**src/rtl/picorv32_mem_arbiter.sv**
```systemverilog
// Two-port to one-port arbiter for the picorv32 native memory bus (CPU + vector coprocessor).
// One transaction in flight at a time; grant held until mem_ready or a timeout forces completion.
module picorv32_mem_arbiter #(
    parameter int unsigned ARB_MODE       = 0,
    parameter int unsigned TIMEOUT_CYCLES = 64
) (
    input  logic        clk,
    input  logic        reset,
    input  logic        cpu_mem_valid,
    input  logic        cpu_mem_instr,
    input  logic [31:0] cpu_mem_addr,
    input  logic [31:0] cpu_mem_wdata,
    input  logic [3:0]  cpu_mem_wstrb,
    output logic        cpu_mem_ready,
    output logic [31:0] cpu_mem_rdata,
    input  logic        vec_mem_valid,
    input  logic [31:0] vec_mem_addr,
    input  logic [31:0] vec_mem_wdata,
    input  logic [3:0]  vec_mem_wstrb,
    output logic        vec_mem_ready,
    output logic [31:0] vec_mem_rdata,
    output logic        mem_valid,
    output logic        mem_instr,
    output logic [31:0] mem_addr,
    output logic [31:0] mem_wdata,
    output logic [3:0]  mem_wstrb,
    input  logic        mem_ready,
    input  logic [31:0] mem_rdata,
    output logic        grant_vec,
    output logic        timeout_err
);

    typedef enum logic [1:0] {
        S_IDLE,
        S_BUSY_CPU,
        S_BUSY_VEC
    } state_t;

    state_t      r_state;
    state_t      w_next;
    logic        r_last_vec;
    logic [31:0] r_cnt;
    logic [31:0] r_cpu_rdata;
    logic [31:0] r_vec_rdata;
    logic        w_pick_vec;
    logic        w_busy;
    logic        w_tout;
    logic        w_done;
    logic [31:0] w_rsp;

    always_comb begin
        w_pick_vec = 1'b0;
        if (vec_mem_valid && !cpu_mem_valid) begin
            w_pick_vec = 1'b1;
        end else if (vec_mem_valid && cpu_mem_valid) begin
            if (ARB_MODE == 1)      w_pick_vec = 1'b0;
            else if (ARB_MODE == 2) w_pick_vec = 1'b1;
            else                    w_pick_vec = !r_last_vec;
        end
    end

    // A real mem_ready in the timeout cycle takes precedence: data is forwarded, no error.
    assign w_busy = (r_state != S_IDLE);
    assign w_tout = w_busy && (TIMEOUT_CYCLES != 0) && (r_cnt == TIMEOUT_CYCLES - 1);
    assign w_done = w_busy && (mem_ready || w_tout);
    assign w_rsp  = mem_ready ? mem_rdata : '0;

    always_ff @(posedge clk) begin
        if (reset) r_state <= S_IDLE;
        else       r_state <= w_next;
    end

    always_comb begin
        w_next = r_state;
        case (r_state)
            S_IDLE: begin
                if (cpu_mem_valid || vec_mem_valid)
                    w_next = w_pick_vec ? S_BUSY_VEC : S_BUSY_CPU;
            end
            S_BUSY_CPU, S_BUSY_VEC: begin
                if (w_done) w_next = S_IDLE;
            end
            default: w_next = S_IDLE;
        endcase
    end

    always_comb begin
        cpu_mem_ready = !reset && (r_state == S_BUSY_CPU) && w_done;
        vec_mem_ready = !reset && (r_state == S_BUSY_VEC) && w_done;
        cpu_mem_rdata = cpu_mem_ready ? w_rsp : r_cpu_rdata;
        vec_mem_rdata = vec_mem_ready ? w_rsp : r_vec_rdata;
    end

    always_ff @(posedge clk) begin
        if (reset) begin
            mem_valid   <= 1'b0;
            mem_instr   <= 1'b0;
            mem_addr    <= '0;
            mem_wdata   <= '0;
            mem_wstrb   <= '0;
            grant_vec   <= 1'b0;
            timeout_err <= 1'b0;
            r_last_vec  <= 1'b1;
            r_cnt       <= '0;
            r_cpu_rdata <= '0;
            r_vec_rdata <= '0;
        end else begin
            if (cpu_mem_ready) r_cpu_rdata <= w_rsp;
            if (vec_mem_ready) r_vec_rdata <= w_rsp;
            if (r_state == S_IDLE) begin
                if (w_next != S_IDLE) begin
                    mem_valid <= 1'b1;
                    mem_instr <= !w_pick_vec && cpu_mem_instr;
                    mem_addr  <= w_pick_vec ? vec_mem_addr  : cpu_mem_addr;
                    mem_wdata <= w_pick_vec ? vec_mem_wdata : cpu_mem_wdata;
                    mem_wstrb <= w_pick_vec ? vec_mem_wstrb : cpu_mem_wstrb;
                    grant_vec <= w_pick_vec;
                    r_cnt     <= '0;
                end
            end else if (w_done) begin
                mem_valid  <= 1'b0;
                mem_wstrb  <= '0;
                r_last_vec <= (r_state == S_BUSY_VEC);
                if (!mem_ready) timeout_err <= 1'b1;
            end else begin
                r_cnt <= r_cnt + 32'd1;
            end
        end
    end

endmodule

```
**config.mk**
```make
export PLATFORM = sky130hd
export DESIGN_NAME = picorv32_mem_arbiter
export DESIGN_NICKNAME = d
export VERILOG_FILES = /design/src/rtl/picorv32_mem_arbiter.sv
export SDC_FILE = /design/constraint.sdc
export NUM_CORES = 1
export LEC_CHECK = 0
export CAP_MARGIN = 10
export CORE_MARGIN = 5
export CORE_UTILIZATION = 48
export DETAILED_ROUTE_END_ITERATION = 8
export PLACE_DENSITY = 0.9
export SYNTH_ARGS = -nofsm -noshare
export SYNTH_HDL_FRONTEND = slang
export SYNTH_SLANG_ARGS = --single-unit
```
**constraint.sdc**
```tcl
create_clock -name clk -period 9.2 [get_ports clk]
set_input_delay 2.76 -clock clk [delete_from_list [all_inputs] [get_ports clk]]
set_output_delay 2.76 -clock clk [all_outputs]
set_load 0.02 [all_outputs]
```
==> results.tsv <==
stage	metric	value	unit
logic_synthesis	Async S/R FF share, synth	0	
placement	placed cell count	1423	
pwr	sw frac	0.3289	
logic_synthesis	Synthesized Nets	1148	
logic_synthesis	ys flop type	dfxtp_1	
cts	clk slew on worst S/H paths	0.06	ns
floorplanning	area of the core	0.01664	mm2
cells_and_area	NumNets Final	1402	
placement	I/O Buffers	311	
critical_path	Arrival @ worst endpoint	5.46	ns
placement	hpwl dp	20980	um
global_routing	initial antenna violation count	7	
logic_synthesis	Synth area leaders	dfxtp_1 42%, mux2i_1 8.2%, a22o_1 6.9%, a211oi_1 6.1%, a21oi_1 4.7%	
logic_synthesis	Post-Syn Instances	969	
floorplanning	Die W	140.4	um
route	metal2 WL	14610	um
timing	final critical-path setup slack	0.9842	ns
pwr	Clk pwr share	0.315	
logic_synthesis	synthesized area per cell	8.429	um2
status	status	finished, final reports clean	
placement	setup slack at placement	1.024	ns
timing	final setup fails	0	
timing	clk_skew	0.009674	ns
cells_and_area	final core occ	0.7197	
timing	Final Max Tran Viols	0	
route	WL/cell	20.37	um
route	wire length on met1	10540	um
placement	area of placed instances	0.01133	mm2
timing	Worst slew margin	0.1891	
critical_path	Max FO, Critical Path	33	
floorplanning	FP Rows	47	
cells_and_area	Finished Cell Area	0.01198	mm2
critical_path	Worst Path Required	6.44	ns
timing	max frequency	121.7	MHz
timing	Period Utilization, post-route	0.8930	
global_routing	pin count of the biggest net entering global routing	105	
cts	CTS tree	built	
logic_synthesis	distinct cell type count after synthesis	54	
pwr	Pleak	4.138	nW
cts	CTS Buf Count	17	
logic_synthesis	sequential-to-total area share from yosys stat	0.4191	
timing	Final TNS setup	0	ns
placement	GPL Wtd Cong	0.8879	
floorplanning	full die area	0.01972	mm2
floorplanning	num ports	312	
floorplanning	Chip Height	140.4	um
critical_path	crit path capture type	output port	
cells_and_area	most common cell after layout, fill and taps aside	clkdlybuf4s50_1	
cts	post-CTS sizing	0	
logic_synthesis	Synth top area share	0.4191	
pwr	Pwr Density	194.0	mW/mm2
logic_synthesis	number of synthesized flops with an enable pin	0	
route	Max Used Layer	met4	
pwr	Peak VDD IR	0.0001237	V
route	vias per cell	6.044	
pwr	combinational share of power	0.309	
timing	RSZ-0062 raised after global routing	no	
pwr	Pint	1.560	mW
global_routing	first-pass GRT wire length	46550	um
cells_and_area	most frequent cells in the layout	310 x clkdlybuf4s50_1, 171 x dfxtp_1, 91 x nand2_1, 78 x nor2_1, 76 x a21oi_1	
logic_synthesis	area leader, netlist	dfxtp_1	
min_path	Hold Crit Class	flip-flop to flip-flop	
floorplanning	Starting Density	0.4908	
route	Post-route DRC	0	
global_routing	Total Routing Usage GR	0.2913	
cells_and_area	fraction of layout cells with a size suffix above 1	0.04939	
logic_synthesis	Yosys warnings	0	
route	detailed router's first-iteration violation count	658	
route	DRT Pass-1 Iters	5	
job	total of max-cap violations	0	
route	final wirelength	29780	um
logic_synthesis	Synth Register Bits	171	
cells_and_area	P&R area growth vs syn	46.64	%
timing	Worst-Margin Slew	1.216	ns
pwr	sw power	0.7643	mW
route	Antenna Nets Post-Route	0	
logic_synthesis	synthesized area	0.008168	mm2
cts	hold_buf cts	0	
cts	Root Driver	clkbuf_16	
cts	# Post-CTS Setup Buffers	0	
critical_path	Worst Setup Start Kind	input pin	
global_routing	Overflow after GRT	0	
cells_and_area	final non-filler cell total	1462	
critical_path	kind of critical path	input pin to output port	
cts	worst-skew pair later-pin latency	0.43	ns
timing	Final Hold Viols	0	
cts	H-tree depth	4	
pwr	sequential power share	0.376	
route	met3 WL	2966	um
timing	min Tclk post-route	8.216	ns
global_routing	number of global-route vias before repair	8736	
route	total number of vias	8837	
cts	Clock Path Buffers	2	
cts	Sink Count	171	
cells_and_area	Fillers	1235	
==> cell type report <==
type / count / area, um2 / share of cell area
antenna: 7 / 17.52 / 0.001462
clock buffer: 20 / 466.7 / 0.03896
clock inverter: 11 / 135.1 / 0.01128
inverter: 16 / 60.06 / 0.005014
multi-input combinational: 691 / 4357 / 0.3637
sequential: 171 / 3423 / 0.2858
tap: 220 / 275.3 / 0.02298
timing repair buffer: 326 / 3243 / 0.2708
==> routing by layer <==
metal / up-vias / global-route usage
li1: 4109 / -
met1: 4160 / 0.3159
met2: 464 / 0.4950
met3: 104 / 0.09918
met4: 0 / 0.1668
met5: - / 0
==> worst max-delay path: stages <==
cell             delay, ns
clkdlybuf4s50_1       0.56
a31oi_4               0.24
or3_1                 0.94
a22o_1                0.32
clkdlybuf4s50_1       0.61
==> worst paths after layout <==
| kind | start | end | slack, ns | cells past startpoint |
|---|---|---|---|---|
| setup reg to reg | r_state[1] | mem_wdata[29] | 5.10 | 9 |
| hold reg to reg | mem_instr | mem_instr | 0.47 | 2 |
| setup / recovery | mem_ready | vec_mem_rdata[22] | 0.98 | 5 |
| hold / removal | mem_instr | mem_instr | 0.47 | 2 |
==> logic make-up after synthesis <==
kind of cell	synth area share
muxes	0.08349
and+or+nand+nor	0.1579
DFF	0.4191
AOI/OAI and AO/OA	0.2785
buffers and inverters	0.05331
adders and majority gates	0.007659
==> per-stage QoR <==
stage | hold slack [ns] | power, mW
4_1_cts | 0.4647 | 2.325
5_1_grt | 0.4783 | 2.426
6_report | 0.4682 | 2.324
3_3_place_gp | 0.4481 | 1.573
3_5_place_dp | 0.4560 | 1.594
2_1_floorplan | 0.4540 | 1.256
==> synthesized netlist by cell type (all sizes together), types with 5 or more instances <==
| library cell | count |
|---|---|
| buf | 15 |
| nand2 | 91 |
| nand3 | 34 |
| a22o | 64 |
| clkbuf | 76 |
| and4 | 5 |
| ha | 5 |
| a211oi | 66 |
| nor2 | 80 |
| a21oi | 76 |
| nor3 | 5 |
| nor4 | 9 |
| nand2b | 8 |
| o211ai | 7 |
| o21ai | 71 |
| a31oi | 36 |
| nand4 | 11 |
| or4 | 10 |
| inv | 16 |
| mux2i | 67 |
| and3 | 7 |
| dfxtp | 171 |
==> power groups by stage <==
stage | clock network (mW) | logic [mW] | registers, mW
global placement | 0 | 0.691 | 0.883
floorplan | 0 | 0.276 | 0.980
detailed placement | 0 | 0.706 | 0.888
finish | 0.731 | 0.718 | 0.874
global route | 0.776 | 0.766 | 0.884
CTS | 0.736 | 0.716 | 0.873
==> flip-flops by register name, indices dropped and copies added (netlist names) <==
name / flops
mem_addr: 32
mem_wdata: 32
r_cnt: 32
r_cpu_rdata: 32
r_vec_rdata: 32
mem_wstrb: 4
r_state: 2
grant_vec: 1
mem_instr: 1
mem_valid: 1
r_last_vec: 1
timeout_err: 1
Note: power is estimated with default switching activity, not from simulation.
